===== src/rtl/shiftreg_univ.sv =====
// Universal WIDTH-bit register: hold / shift / rotate / load / clear under a 3-bit mode,
// with a saturating shift counter and full flag for serial-to-parallel use.
module shiftreg_univ #(
  parameter int               WIDTH       = 8,
  parameter logic [WIDTH-1:0] RESET_VALUE = '0,
  parameter int               CW          = $clog2(WIDTH+1)
) (
  input  logic             clk,
  input  logic             reset,
  input  logic             en,
  input  logic [2:0]       mode,
  input  logic             sin_l,
  input  logic             sin_r,
  input  logic [WIDTH-1:0] d,
  output logic [WIDTH-1:0] q,
  output logic             sout_l,
  output logic             sout_r,
  output logic [CW-1:0]    cnt,
  output logic             full
);

  typedef enum logic [2:0] {
    M_HOLD  = 3'b000,
    M_SHL   = 3'b001,
    M_SHR   = 3'b010,
    M_ROL   = 3'b011,
    M_ROR   = 3'b100,
    M_LOAD  = 3'b101,
    M_CLEAR = 3'b110,
    M_RSVD  = 3'b111
  } mode_e;

  localparam logic [CW-1:0] CNT_MAX  = CW'(WIDTH);
  localparam logic [CW-1:0] CNT_LAST = CW'(WIDTH-1);

  always_ff @(posedge clk or posedge reset) begin
    if (reset) begin
      q    <= RESET_VALUE;
      cnt  <= '0;
      full <= 1'b0;
    end else if (en) begin
      case (mode_e'(mode))
        M_SHL: begin
          q    <= {q[WIDTH-2:0], sin_r};
          cnt  <= (cnt == CNT_MAX) ? CNT_MAX : cnt + CW'(1);
          // full rises on the edge that carries cnt into WIDTH and stays set
          full <= full | (cnt == CNT_LAST);
        end
        M_SHR: begin
          q    <= {sin_l, q[WIDTH-1:1]};
          cnt  <= (cnt == CNT_MAX) ? CNT_MAX : cnt + CW'(1);
          full <= full | (cnt == CNT_LAST);
        end
        M_ROL: q <= {q[WIDTH-2:0], q[WIDTH-1]};
        M_ROR: q <= {q[0], q[WIDTH-1:1]};
        M_LOAD: begin
          q    <= d;
          cnt  <= '0;
          full <= 1'b0;
        end
        M_CLEAR: begin
          q    <= '0;
          cnt  <= '0;
          full <= 1'b0;
        end
        default: ;  // hold and reserved code
      endcase
    end
  end

  assign sout_l = q[WIDTH-1];
  assign sout_r = q[0];

endmodule


===== config.mk =====
export PLATFORM = sky130hd
export DESIGN_NAME = shiftreg_univ
export DESIGN_NICKNAME = d
export VERILOG_FILES = /design/src/rtl/shiftreg_univ.sv
export SDC_FILE = /design/constraint.sdc
export NUM_CORES = 1
export LEC_CHECK = 0
export CAP_MARGIN = 20
export CELL_PAD_IN_SITES_DETAIL_PLACEMENT = 1
export CELL_PAD_IN_SITES_GLOBAL_PLACEMENT = 1
export CORE_MARGIN = 10
export CORE_UTILIZATION = 32
export CTS_CLUSTER_SIZE = 25
export DETAILED_ROUTE_END_ITERATION = 10
export HOLD_SLACK_MARGIN = 0.15
export PLACE_DENSITY_LB_ADDON = 0.12
export SETUP_SLACK_MARGIN = 0.3
export SLEW_MARGIN = 20
export SYNTH_ARGS = -nofsm -noshare
export SYNTH_HDL_FRONTEND = slang
export SYNTH_SLANG_ARGS = --single-unit

===== constraint.sdc =====
create_clock -name clk -period 1.7 [get_ports clk]
set_clock_uncertainty 0.2 [all_clocks]
set_input_delay 0.425 -clock clk [delete_from_list [all_inputs] [get_ports clk]]
set_output_delay 0.425 -clock clk [all_outputs]
set_load 0.03 [all_outputs]

* Yosys cells after proc, flatten, opt, wreduce, memory -nomap -nowiden *
Cells that the tools add are included.

storage, ports and cells
  register bits after elaboration = 13

operators by class
  $add $sub $neg = 1
  eq/ne operators = 8
  muxes and demuxes = 4
  bitwise operators = 1
  reductions and logical operators = 6

operators by type and width
  operator                                       number
  one-hot mux 8 bit (6 select lines)             1
  == test 3 bit, second input constant           3
  one-hot mux 4 bit (2 select lines)             1
  == test 3 x 2 -> 1 bit, second input constant  2
  nonzero test 6 bit                             1
  adder 4 x 1 -> 4 bit, second input constant    1
  == test 4 x 3 -> 1 bit, second input constant  1
  == test 4 bit, second input constant           1
  2-to-1 mux 4 bit                               1
  AND reduction 2 bit                            2
  OR reduction 2 bit                             2
  == test 3 x 1 -> 1 bit, second input constant  1
  one-hot mux 1 bit (2 select lines)             1
  nonzero test 2 bit                             1
  bitwise OR 1 bit                               1

* Logic depth before layout (Yosys ltp) *
Gate-level depths: netlist (run 1).

  depth in word-level cells = 4
  depth in mapped cells = 5

* Worst setup path after synthesis (run 1) *
No wires, ideal clock.

  path kind = input to register
  start point = input port mode[1]
  end point = register q[0]
  setup time = 0.078 ns
  arrival = 1.310 ns
  data required time = 1.422 ns
  slack = 0.112 ns
  stages on the path = 5
  cells stage by stage = buf_4 buf_2 maj3_1 o21ai_0 o2bb2ai_1

on the way
  cells in the longest elaborated chain, start to end = 3
  elaborated cells on any way between the ends = 9
  those cells by class = 6 x eq/ne; 1 x mux; 2 x reduce/logical

RTL lines
  what                                         RTL line  source
  start, declared                              11        input logic [2:0] mode,
  == test 3 bit, or another cell as far along  42        case (mode_e'(mode))
  nonzero test 6 bit (no source line)          n/a
  AND reduction 2 bit (no source line)         n/a
  end signal, assigned                         44        q <= {q[WIDTH-2:0], sin_r};
  end signal, assigned                         50        q <= {sin_l, q[WIDTH-1:1]};
  end signal, assigned                         54        M_ROL: q <= {q[WIDTH-2:0], q[WIDTH-1]};
  end, declared                                15        output logic [WIDTH-1:0] q,

Parallel ways exist; a longest one is shown, timed or not.
A chain may end at the register's enable or synchronous reset.

* Worst setup path in the final report (run 1) *
  start point = input port mode[0]
  end point = register q[1]

The elaborated chain is that of the path after synthesis.

==> flow_summary.ini, run 1 <==
[finish]
diodes = 0
fin_area_mm2 = 0.00179
nets = 195
drive_gt1_share_pct = 56.8
syn_to_final_growth_pct = 98.3

[clock_tree]
numCtsBuffers = 3
cts_sinks = 13
clkTransAtPathRegs_ns = 0.11
htree_levels = 1
cts_hold_buf = 0
worstSkewPairLatency_ns = 0.29
clock_path_buffers = 2
cts_root_buffer = clkbuf_4
cts_tree = done

[pwr]
power_frac_comb_pct = 56.7
power_density_mw_per_mm2 = 824
p_clk_share_pct = 15.3
pwr-share-seq_pct = 27.9
power.internal_uw = 856
ir_drop_mv = 0.544
net-switching-power_uw = 620
swShare_pct = 42.0
p_leak_nw = 0.781

[synth]
synth.distinct_cells = 31
synth_top_cell_by_area = dfrtp_1
syn_avg_cell_area_um2 = 8.29
syn_nets = 127
seq_area_frac_synth_pct = 36.0
ys_ff_latch = 13
yosys-top-cells-area = dfrtp_1, o21ai_0, nand2_1, nor2_1, a41oi_1
yosysWarnings = 0
synth-main-ff-cell = dfrtp_1
synthCells = 109
syn_area_um2 = 903
synth_top_area_share_pct = 36.0
synth_edf_count = 0
async_flop_share_pct = 100

[timing]
period_minus_slack_ns = 1.55
tightest_slew_ns = 0.269
min_period_over_period_pct = 91.0
timing.fmax_ghz = 0.646
finalSetupViolations = 0
timing.hold.ws_ns = 0.226
rsz0062_at_grt = yes
finalHoldViolCount = 0
slew_headroom_pct = 81.9
drv_slew = 0

[critical_path]
start_kind = input port
slowest_delay_ns = 0.22
critPathTopFamily = buffers and inverters
worst-path-buf-inv = 4
critPathMaxFanout = 5
cpMostUsedCell = buf_6
crit_type = input port to flop
crit_chain = buf_6 -> buf_8 -> buf_6 -> and3_4 -> nor3_4 -> buf_6 -> nor2_2 -> a31oi_1
worstPathArrival_ns = 1.54
worst_setup_path_end_kind = flop
cp_slowest_cell = a31oi_1
cp_data_required_time_ns = 1.69

[placement]
postPlaceCellArea_mm2 = 0.00131
gp_congestion = 0.846
hpwl_mm = 2.49
io_buffers = 30

[global_route]
grt_pass1_vias = 1238
antenna_found_initial = 0
gr-total-overflow = 0
grt_max_degree = 14
grt_pass1_wl_mm = 6.15
grt_usage_pct = 14.4

[floorplanning]
die_w_um = 73.1
rows = 19
chipHeight_um = 73.1
start_util_pct = 33.0
io_pins = 31
die_area_mm2 = 0.00535
core_mm2 = 0.00273

[drt]
drc = 0
ant_nets = 0
vias_per_cell = 5.55
drt-initial-drc-count = 67
routedWlPerCell_um = 21.5
drtPass1Iterations = 4
dr_total_vias = 1148
routed_wirelength_mm = 4.45

[job]
maxCapViolations = 0

[status]
status = complete, no violations

[worst_hold_path]
hp-class = input port to asynchronous set/reset pin
-- metrics by stage --
step	util [%]	worst slack, ns	power, mW	TNS [ns]	cells
final	65.5	0.153	1.48	0	207
after detailed placement	48.0	-0.425	0.941	-4.77	182
after global placement	48.0	-0.402	0.924	-4.40	182
after global routing	65.5	0.105	1.55	0	207
after floorplan	-	0.174	0.721	0	109
after CTS	58.8	0.200	1.33	0	202
-- worst reg2reg max path, cell delays in order, from the launching register on --
cell and delay, ns:
dfrtp_1 0.39, buf_4 0.15, inv_1 0.06, a21oi_1 0.17, a21oi_1 0.10, a31oi_1 0.26
-- cells in the final DEF (no fill, tap or decap), types with 4 or more instances in the layout --
cell	count
a21oi_1	5
a41oi_2	4
buf_4	28
buf_6	29
clkdlybuf4s50_1	11
dfrtp_1	10
inv_1	7
nand2_1	12
nor2_1	4
nor2_4	4
o211ai_1	4
o21ai_0	7
-- timing repair --
item,4_1_cts,5_1_grt
resized for setup,58,37
buffers inserted,16,5
setup endpoints to repair,28,27
cloned,0,0
pin swaps,7,10
-- layout make-up --
| type | instances | area [um^2] |
|---|---|---|
| fill | 304 | 942 |
| timing repair buffer | 72 | 692 |
| multi-input combinational | 79 | 676 |
| sequential | 13 | 329 |
| tap | 31 | 38.8 |
| inverter | 8 | 30.0 |
| clock buffer | 4 | 26.3 |
-- cells in the mapped netlist, types with 2 or more instances --
cell type and instances:
nand2b_1 3, o31ai_1 4, buf_2 4, nor3_1 2, nor2_1 11, a41oi_1 4
o211a_1 2, buf_4 3, inv_1 8, o211ai_1 4, a31oi_1 3, o21ai_0 10
a211oi_1 2, dfrtp_1 13, nand3_1 2, nand2_1 13, ha_1 2, a21oi_1 6
-- routing by layer --
layer  GRT usage [%]  vias up  share of wire, %
met5               0        -                 0
met4            5.06        0               1.3
met3            3.54        8               4.9
met2            25.7       32                53
met1            15.9      585                40
li1                -      523                 -
-- flip-flops by register name, summed over array words and instances (netlist names) --
register / count
cnt: 4
full: 1
q: 8
-- power groups by stage --
| stage | Clock [mW] | Combinational, mW | Sequential, mW |
|---|---|---|---|
| detailed placement | 0 | 0.504 | 0.437 |
| CTS | 0.216 | 0.706 | 0.405 |
| global placement | 0 | 0.490 | 0.434 |
| finish | 0.226 | 0.837 | 0.412 |
| global route | 0.237 | 0.889 | 0.419 |
| floorplan | 0 | 0.197 | 0.524 |
-- logic make-up after synthesis --
logic type                 synth area share [%]
AOI/OAI and AO/OA                          28.9
and+or+nand+nor                            19.7
buffers and inverters                      9.69
DFF                                        36.0
adders and majority gates                  3.88
xor gates and xnor gates                   1.80
-- worst paths after layout --
check                                       from                to  slack [ns]  depth (start not counted)
max in group asynchronous                  reset  q[7]$_DFFE_PP0P_        0.88                          3
worst min-delay path                       reset  q[4]$_DFFE_PP0P_        0.23                          3
worst max-delay path                     mode[0]  q[1]$_DFFE_PP0P_        0.15                          8
worst min register to register  full$_DFFE_PP0P_  full$_DFFE_PP0P_        0.41                          2
worst max register to register  q[2]$_DFFE_PP0P_  q[1]$_DFFE_PP0P_        0.28                          5
min in group clk                full$_DFFE_PP0P_  full$_DFFE_PP0P_        0.41                          2
(Power assumes the default switching activity.)
==> inputs of run 2 (changes only) <==
--- a/config.mk
+++ b/config.mk
@@ -5,6 +5,7 @@
 export SDC_FILE = /design/constraint.sdc
 export NUM_CORES = 1
 export LEC_CHECK = 0
+export ABC_CLOCK_PERIOD_IN_PS = 1700
 export CAP_MARGIN = 20
 export CELL_PAD_IN_SITES_DETAIL_PLACEMENT = 1
 export CELL_PAD_IN_SITES_GLOBAL_PLACEMENT = 1
@@ -15,6 +16,7 @@
 export HOLD_SLACK_MARGIN = 0.15
 export PLACE_DENSITY_LB_ADDON = 0.12
 export SETUP_SLACK_MARGIN = 0.3
+export SKIP_LAST_GASP = 1
 export SLEW_MARGIN = 20
 export SYNTH_ARGS = -nofsm -noshare
 export SYNTH_HDL_FRONTEND = slang
==> results of run 2 <==
Final layout, timing and power as in run 1 (identical DEF).
==> inputs of run 3 (changes only) <==
--- a/config.mk
+++ b/config.mk
@@ -9,12 +9,13 @@
 export CAP_MARGIN = 20
 export CELL_PAD_IN_SITES_DETAIL_PLACEMENT = 1
 export CELL_PAD_IN_SITES_GLOBAL_PLACEMENT = 1
+export CORE_ASPECT_RATIO = 2
 export CORE_MARGIN = 10
 export CORE_UTILIZATION = 32
 export CTS_CLUSTER_SIZE = 25
 export DETAILED_ROUTE_END_ITERATION = 10
 export HOLD_SLACK_MARGIN = 0.15
-export PLACE_DENSITY_LB_ADDON = 0.12
+export PLACE_DENSITY_LB_ADDON = 0.15
 export SETUP_SLACK_MARGIN = 0.3
 export SKIP_LAST_GASP = 1
 export SLEW_MARGIN = 20
==> run 3 against run 2 <==
  * Utilization shrank 0.65 points
  * Critical endpoint is now q[2]$_DFFE_PP0P_
  * Largest power group unchanged
  * Sequential share of layout area grew 0.45 points
  * Highest routed layer unchanged
  * Critical path type unchanged
  * Critical path depth shrank 1
  * Clock power grew 29%
  * Worst setup slack gained 0.056 ns
  * Hold slack gained 0.049 ns
  * Via count grew 1.7%
  * Die area grew 2.4%
  * Global-route usage grew 0.84 points
  * Non-clock buffer count grew 5
==> flow_summary.ini, run 3 (same netlist as run 1, synthesis figures left out) <==
[critical_path]
cp_slowest_cell = nor3_4
critPathTopFamily = simple AND/OR/NAND/NOR gates
cpMostUsedCell = buf_6
start_kind = input port
worstPathArrival_ns = 1.45
crit_type = input port to flop
crit_chain = buf_6 -> buf_6 -> and3_4 -> nor3_4 -> buf_6 -> nor2_2 -> a41oi_1
worst-path-buf-inv = 3
critPathMaxFanout = 6
cp_data_required_time_ns = 1.66
slowest_delay_ns = 0.25
worst_setup_path_end_kind = flop

[clock_tree]
cts_hold_buf = 0
worstSkewPairLatency_ns = 0.25
clock_path_buffers = 2
htree_levels = 1
clkTransAtPathRegs_ns = 0.06
cts_sinks = 13
numCtsBuffers = 3
cts_tree = done
cts_root_buffer = clkbuf_8

[finish]
diodes = 0
fin_area_mm2 = 0.00178
final_common_cell = buf_4
nets = 200
drive_gt1_share_pct = 59.1
final_cell_mix = buf_4, buf_6, nand2_1, clkdlybuf4s50_1, dfrtp_2
seqCellArea_um2 = 334
multiInputGateArea_um2 = 619
top_regs = q: 8 flops, cnt: 4 flops, full: 1 flops
syn_to_final_growth_pct = 96.5
fillers = 316
largest_register_ffs = 8
top_register = q
post-route-util_pct = 64.9

[drt]
dr_total_vias = 1168
ant_nets = 0
drc = 0
vias_per_cell = 5.56
drt-initial-drc-count = 18
routedWlPerCell_um = 19.9
drtPass1Iterations = 3
routed_wirelength_mm = 4.18

[floorplanning]
die_area_mm2 = 0.00548
io_pins = 31
start_util_pct = 33.0
core_mm2 = 0.00274
rows = 27
die_w_um = 57.6
chipHeight_um = 95.1

[global_route]
grt_pass1_wl_mm = 6.52
grt_pass1_vias = 1311
gr-total-overflow = 0
grt_usage_pct = 15.2
antenna_found_initial = 0
grt_max_degree = 14

[timing]
slew_headroom_pct = 81.3
min_period_over_period_pct = 87.7
finalHoldViolCount = 0
tightest_slew_ns = 0.277
period_minus_slack_ns = 1.49
finalSetupViolations = 0
timing.fmax_ghz = 0.671
rsz0062_at_grt = yes
drv_slew = 0

[pwr]
p_leak_nw = 0.799
total_power_mw = 1.52
ir_drop_mv = 0.555
power_density_mw_per_mm2 = 857

[status]
status = complete, no violations

[placement]
hpwl_mm = 2.73
gp_congestion = 0.816
postPlaceCellArea_mm2 = 0.00133
io_buffers = 30

[worst_hold_path]
hp-class = input port to asynchronous set/reset pin

[job]
maxCapViolations = 0
## run 3: through the flow
stage               TNS (ns)  hold WS, ns  cells  worst slack [ns]
detailed placement     -4.55        0.285    181            -0.452
finish                     0        0.275    210             0.209
global route               0        0.333    210             0.179
global placement       -4.14        0.276    181            -0.379
CTS                        0        0.277    206             0.239
floorplan                  0        0.102    109             0.174
## run 3: repair_timing
action,in CTS,in global routing
buffers inserted,21,4
resized for setup,64,13
endpoints found under the setup margin,28,27
hold endpoints to repair,0,0
pin swaps,10,5
## run 3: per-layer routing
metal	global-route usage (%)	vias up	part of all wire, %
met5	0	-	0
met4	10.0	0	5.4
met3	2.93	17	3.3
met1	13.0	586	32
met2	29.9	35	59
li1	-	530	-
## run 3: layout make-up
type / instances / area share [%]
repair buffers: 77 / 40.0
clock buffers: 4 / 2.54
multi-input cells: 79 / 34.9
flip-flops and latches: 13 / 18.8
inverters: 8 / 1.69
well taps: 29 / 2.04
## run 3: path summary, 6_finish.rpt
check | startpoint | endpoint | slack (ns) | cells after the start
hold / removal | reset | full$_DFFE_PP0P_ | 0.27 | 3
max in group asynchronous | reset | q[3]$_DFFE_PP0P_ | 0.84 | 3
min in group clk | full$_DFFE_PP0P_ | full$_DFFE_PP0P_ | 0.41 | 2
setup / recovery | mode[0] | q[2]$_DFFE_PP0P_ | 0.21 | 7
setup reg to reg | cnt[0]$_DFFE_PP0P_ | cnt[2]$_DFFE_PP0P_ | 0.24 | 6
hold reg to reg | full$_DFFE_PP0P_ | full$_DFFE_PP0P_ | 0.41 | 2
## run 3: power by group
| part | internal (mW) | total [mW] | switching, mW |
|---|---|---|---|
| clock | 0.166 | 0.291 | 0.125 |
| sequential | 0.368 | 0.426 | 0.0580 |
| combinational | 0.402 | 0.805 | 0.403 |
| total | 0.936 | 1.52 | 0.586 |
## run 3: tightest hold or removal path: stages
cell,delay [ns]
clkdlybuf4s50_1,0.40
inv_1,0.05
buf_4,0.21
